<file path="src/rtl/btn_cmd_encoder.sv">
// rtl/btn_cmd_encoder.sv - five-button synchroniser, debouncer and press-to-command encoder
module btn_cmd_encoder #(
   parameter int DEB_CYCLES = 4,
   parameter int DEB_W      = 8
) (
   input  logic       clk,
   input  logic       rst_n,
   input  logic [4:0] btn,
   input  logic       ack,
   output logic       cmd_valid,
   output logic [2:0] cmd,
   output logic [4:0] held,
   output logic       overrun
);

   localparam int NB = 5;
   // Counter value one short of the debounce period: the next mismatching edge flips the level.
   localparam logic [DEB_W-1:0] DEB_LAST = DEB_W'(DEB_CYCLES - 1);

   logic [NB-1:0]    s1;
   logic [NB-1:0]    s2;
   logic [DEB_W-1:0] cnt [NB];
   logic [NB-1:0]    flip;
   logic [NB-1:0]    rise;
   logic [NB-1:0]    pend;
   logic [NB-1:0]    take;
   logic [NB-1:0]    pend_next;
   logic             lost;
   logic             load;
   logic [2:0]       take_code;

   // Two-flop synchroniser for the asynchronous board buttons.
   always_ff @(posedge clk or negedge rst_n) begin
      if (!rst_n) begin
         s1 <= '0;
         s2 <= '0;
      end else begin
         s1 <= btn;
         s2 <= s1;
      end
   end

   // A level flips when it has disagreed for DEB_CYCLES edges; a press is a 0->1 flip.
   always_comb begin
      flip = '0;
      for (int i = 0; i < NB; i++) begin
         flip[i] = (s2[i] != held[i]) && (cnt[i] == DEB_LAST);
      end
      rise = flip & s2;
   end

   // Per-button mismatch counters and debounced levels; any agreement restarts the count.
   always_ff @(posedge clk or negedge rst_n) begin
      if (!rst_n) begin
         for (int i = 0; i < NB; i++) begin
            cnt[i] <= '0;
         end
         held <= '0;
      end else begin
         for (int i = 0; i < NB; i++) begin
            if (s2[i] == held[i]) begin
               cnt[i] <= '0;
            end else if (flip[i]) begin
               cnt[i] <= '0;
            end else begin
               cnt[i] <= cnt[i] + 1'b1;
            end
         end
         held <= held ^ flip;
      end
   end

   // Pick the lowest pending button whenever the output register is free or being consumed.
   always_comb begin
      load      = (!cmd_valid || ack) && (pend != '0);
      take      = '0;
      take_code = '0;
      if (load) begin
         for (int i = NB - 1; i >= 0; i--) begin
            if (pend[i]) begin
               take      = NB'(1) << i;
               take_code = 3'(i + 1);
            end
         end
      end
      // A press re-arriving on a bit taken this edge survives; otherwise a duplicate is lost.
      pend_next = (pend & ~take) | rise;
      lost      = |(rise & pend & ~take);
   end

   // Pending-press mask and sticky loss flag.
   always_ff @(posedge clk or negedge rst_n) begin
      if (!rst_n) begin
         pend    <= '0;
         overrun <= 1'b0;
      end else begin
         pend <= pend_next;
         if (lost) begin
            overrun <= 1'b1;
         end
      end
   end

   // Registered command output with back-to-back reload on ack.
   always_ff @(posedge clk or negedge rst_n) begin
      if (!rst_n) begin
         cmd_valid <= 1'b0;
         cmd       <= '0;
      end else if (load) begin
         cmd_valid <= 1'b1;
         cmd       <= take_code;
      end else if (cmd_valid && ack) begin
         cmd_valid <= 1'b0;
         cmd       <= '0;
      end
   end

endmodule

</file>
<file path="config.mk">
export PLATFORM = sky130hd
export DESIGN_NAME = btn_cmd_encoder
export DESIGN_NICKNAME = d
export VERILOG_FILES = /design/src/rtl/btn_cmd_encoder.sv
export SDC_FILE = /design/constraint.sdc
export NUM_CORES = 1
export LEC_CHECK = 0
export CORE_MARGIN = 3
export CORE_UTILIZATION = 58
export DETAILED_ROUTE_END_ITERATION = 10
export GPL_TIMING_DRIVEN = 0
export PLACE_DENSITY = 0.78
export SYNTH_ARGS = -nofsm -noshare
export SYNTH_HDL_FRONTEND = slang
export SYNTH_SLANG_ARGS = --single-unit
</file>
<file path="constraint.sdc">
create_clock -name clk -period 2.2 [get_ports clk]
set_input_delay 0.44 -clock clk [delete_from_list [all_inputs] [get_ports clk]]
set_output_delay 0.44 -clock clk [all_outputs]
set_load 0.01 [all_outputs]
</file>
Word-level counts from Yosys, hierarchy flattened
Index checks and enable logic that the tools add are counted.
- bits in latches: 0
- memories: 0
- output and inout bits: 10
- RAM bits: 0
- bits of input ports: 8
- ROM bits: 0
- logic and storage cells: 76
- register bits: 65
- add/sub/neg operators: 5
- equal/unequal tests: 15
- multiply operators: 0
- shifts and indexed selects: 0
- order comparisons: 0
- reductions and logical operators: 12
- bitwise gates (word level): 7
- multiplexer cells: 25
- divide/modulo/power cells: 0
- operators with widths (cell ; count):
    $mux W8 ; 10
    $add A8 B1 Y8 const B ; 5
    $eq A8 B2 Y1 const B ; 5
    $mux W5 ; 6
    $mux W3 ; 7
    $and A5 B5 Y5 ; 4
    $logic_and A1 B1 Y1 ; 7
    $eq A1 B1 Y1 ; 5
    $ne A1 B1 Y1 ; 5
    $not A5 Y5 ; 1
    $or A5 B5 Y5 ; 1
    $reduce_bool A5 Y1 ; 1
    $reduce_or A5 Y1 ; 1
    $xor A5 B5 Y5 ; 1
    $mux W1 ; 2
    $reduce_bool A2 Y1 ; 1
    $logic_not A1 Y1 ; 1
    $logic_or A1 B1 Y1 ; 1

Logic depth before layout (Yosys ltp)
- word-level depth: 9
- depth in mapped cells: 5
- mapped depth without buffers: 5

Worst setup path before layout
Ideal clock, no wire load.
- path kind: reg2reg
- start: register cnt[32] (netlist bit)
- end: register overrun
- setup time: 0.064 ns
- data required time: 2.136 ns
- buffers on the path: 0
- arrival time: 1.730 ns
- period minus slack after synthesis: 1.795 ns
- setup slack: 0.405 ns
- stages on the path, launching flop included: 6
- path through: dfrtp_1 ha_1 or4b_1 or4_1 o31ai_1 or4_1
- cells in the longest elaborated chain, start to end: 6
- ends and longest elaborated chain (what ; RTL line ; text):
    start, declared ; 22 ; logic [DEB_W-1:0] cnt [NB];
    start signal, assigned by index ; 66 ; cnt[i] <= cnt[i] + 1'b1;
    $eq A8 B2 Y1 ; 47 ; flip[i] = (s2[i] != held[i]) && (cnt[i] == DEB_LAST);
    $logic_and A1 B1 Y1 ; 47 ;
    $and A5 B5 Y5 ; 49 ; rise = flip & s2;
    $and A5 B5 Y5 (2 in a row) ; 88 ; lost = |(rise & pend & ~take);
    $reduce_or A5 Y1 ; 88 ;
    end signal, assigned ; 95 ; overrun <= 1'b0;
    end signal, assigned ; 99 ; overrun <= 1'b1;
    end, declared ; 13 ; output logic overrun
No other way between the ends.
A chain may end at the register's enable or synchronous reset.

Worst setup path in the final report
Same ends and word-level chain as after synthesis.

==> key figures <==
GRT
  • First-pass GRT wire length: 7780 microns
  • Largest net degree at the start of global routing: 41
  • Gr ovfl total: 0
  • Initial antenna violation count: 0
  • Vias in the first global route: 1772
  • GRT Resource Usage Total: 18.5%

Synthesis
  • Post-synthesis cell type count: 28
  • Area leader, netlist: dfrtp_1
  • Syn nets: 257
  • Post-synthesis cell area: 2730 sq um
  • Synth top area share: 59.6%
  • Syn_area_per_cell: 11.2 sq um
  • Synth Register Bits: 65
  • Post-synth EDFFs: 0
  • Async set or reset register ratio after synthesis: 100%
  • Synth top area cells: dfrtp_1 (60%), xor2_1 (7.7%), nor2_1 (5.8%)
  • Count leader, synth: dfrtp_1
  • Mapped Cells: 244
  • Post-synth top flop: dfrtp_1
  • Sequential area share after synthesis: 59.6%
  • Post-synth top cells: dfrtp_1 (65), nor2_1 (42), xor2_1 (24)
  • Yosys warns: 0

Floorplanning
  • IO Count: 18
  • Die Y: 74.6 microns
  • Initial Util: 61.4%
  • FP Rows: 24
  • Floorplan Core Area: 4440 sq um
  • Die ar.: 5570 sq um
  • Die X-Extent: 74.6 microns

Pwr
  • Leakage power: 1.45 nW
  • Pwr Total: 3.20 mW
  • Worst vdd ir: 0.591 mV
  • Pwr/cell area: 1020 nW/um^2

Critical path
  • Worst path depth: 5
  • CP peak stage delay: 0.53 ns
  • CP max FO: 5
  • Worst path cell trace: ha_1 -> or4b_1 -> or4_1 -> o31ai_1 -> or4_1
  • Worst R2R End: overrun
  • R2R depth: 5
  • WP data arrival: 2.22 ns
  • Worst setup startpoint: cnt[32]
  • Worst path top cell family by delay: simple AND/OR/NAND/NOR gates
  • Critical path type: register to register
  • Worst EP required: 2.46 ns
  • Crit path buffers/inverters: 0
  • Reg2reg setup slack: 0.25 ns
  • Critical path destination: overrun
  • Critical Path End Type: register
  • Crit path top cell by count: or4_1
  • Critical path's slowest cell: or4_1
  • Startpoint types: register
  • Crit Reg-Reg Startpoint: cnt[32]

Clock tree
  • Root Buffer Master: clkbuf_8
  • Clock buffer count from CTS: 9
  • Hold-fix buffers, CTS: 0
  • Worst skew pair latency: 0.33 ns
  • H-tree levels: 3
  • CTS tree: built
  • Post-CTS setup buffers: 0
  • Clk sinks: 65
  • CTS resizes: 0
  • Clock slew at reported path FFs: 0.07 ns
  • CTS Buffer Depth: 2

Layout
  • Final instance area: 3140 sq um
  • Share of layout cells above drive strength 1: 7.25%
  • Area Growth Syn to Fin: 15.1%
  • N_diodes: 0
  • Final #Nets: 286

Job
  • Max-Cap Viols: 0

Route
  • DR WL met2: 2040 microns
  • Via count: 1803
  • WL met1: 2230 microns
  • Max Used Layer: met4
  • DR WL met3: 120 microns
  • Initial drt markers: 89
  • Vias/cell: 5.50
  • Total Routed Length: 4450 microns
  • DRT antenna net count: 0
  • DRT Pass-1 Iters: 4
  • DR WL/cell: 13.6 microns
  • Residual DRC count: 0

Status
  • Status: completed

Timing
  • Final Setup Violations: 0
  • Clock Skews: 0.00660 ns
  • Period utilization: 88.7%
  • Hold Fails Final Rpt: 0
  • RSZ-0062 raised after global routing: false
  • Fmax: 512 MHz
  • Tightest Pin Transition: 0.673 ns
  • Slew Limit Fails: 0
  • Tmin final: 1.95 ns
  • Slew HR: 54.6%

Placed design
  • RePlAce Congestion: 0.803
  • Buffers on Ports: 17
  • Placed cell area: 2980 sq um
  • DP Wirelength: 2970 microns

Hold path
  • Hold Crit Class: input port to async pin
report_power, final:
part	total (mW)	switching, mW	internal (mW)
sequential	1.58	0.193	1.39
combinational	0.758	0.389	0.370
clock	0.859	0.399	0.460
total	3.20	0.981	2.22
worst min-delay path by stage:
stage / end / cells past startpoint / from / slack (ns)
2_1_floorplan: async pin / 0 / rst_n / 0.14
3_3_place_gp: s2[4] / 0 / s1[4] / 0.33
3_5_place_dp: s2[4] / 0 / s1[4] / 0.34
4_1_cts: cnt[10] / 1 / rst_n / 0.11
5_1_grt: cnt[10] / 1 / rst_n / 0.15
6_report: cnt[10] / 1 / rst_n / 0.11
stage by stage:
stage	hold WS [ns]	worst slack, ns	TNS [ns]	util (%)	cells
detailed placement	0.336	0.131	0	67.1	314
global route	0.148	0.156	0	70.7	328
floorplan	0.144	0.405	0	-	244
finish	0.107	0.248	0	70.7	328
CTS	0.112	0.240	0	70.7	328
global placement	0.332	-1.33	-86.51	66.7	313
cell usage in the layout, fill, tap and decap left out, types with 2 or more instances in the layout:
cell type / netlist / final
mux2_2: 5 / 5
nor3_1: 6 / 6
clkbuf_1: 0 / 3
and3_1: 12 / 12
nand2b_1: 8 / 8
nor4b_1: 2 / 2
dfrtp_1: 65 / 65
nor2_1: 42 / 42
clkbuf_8: 0 / 11
xor2_1: 24 / 24
or3_1: 2 / 2
o41ai_1: 2 / 2
inv_1: 3 / 3
or4_1: 2 / 2
xnor2_1: 11 / 11
nor4_1: 2 / 2
ha_1: 5 / 5
clkdlybuf4s50_1: 0 / 16
nand3_1: 21 / 21
nand2_1: 13 / 13
o31ai_1: 4 / 4
o21ai_0: 6 / 6
worst register-to-register path, stage by stage, from the launching register on:
cell,delay [ns]
dfrtp_1,0.41
ha_1,0.26
or4b_1,0.47
or4_1,0.53
o31ai_1,0.08
or4_1,0.14
routing by layer:
| layer | up-vias | global-route usage (%) |
|---|---|---|
| met2 | 30 | 28.1 |
| li1 | 891 | - |
| met3 | 6 | 4.01 |
| met5 | - | 0 |
| met1 | 876 | 25.1 |
| met4 | 0 | 10.1 |
sequential cells by signal, indices dropped and copies added (netlist names), named ones only:
register,count
cmd,3
cmd_valid,1
cnt,40
overrun,1
pend,5
s1,5
s2,5
cell type report:
class,count,area [sq um]
Clock buffer,14,163
Fill cell,333,1300
Inverter,3,11.3
Multi-Input combinational cell,176,1090
Sequential cell,65,1630
Tap cell,52,65.1
Timing Repair Buffer,18,185
logic make-up after synthesis:
group           synth area share [%]
buf+inv                        0.412
xor+xnor                        11.2
flops                           59.6
mux                             2.06
compound gates                  3.85
simple gates                    20.6
fa+ha+maj                       2.29
Note: power is estimated with default switching activity, not from simulation.
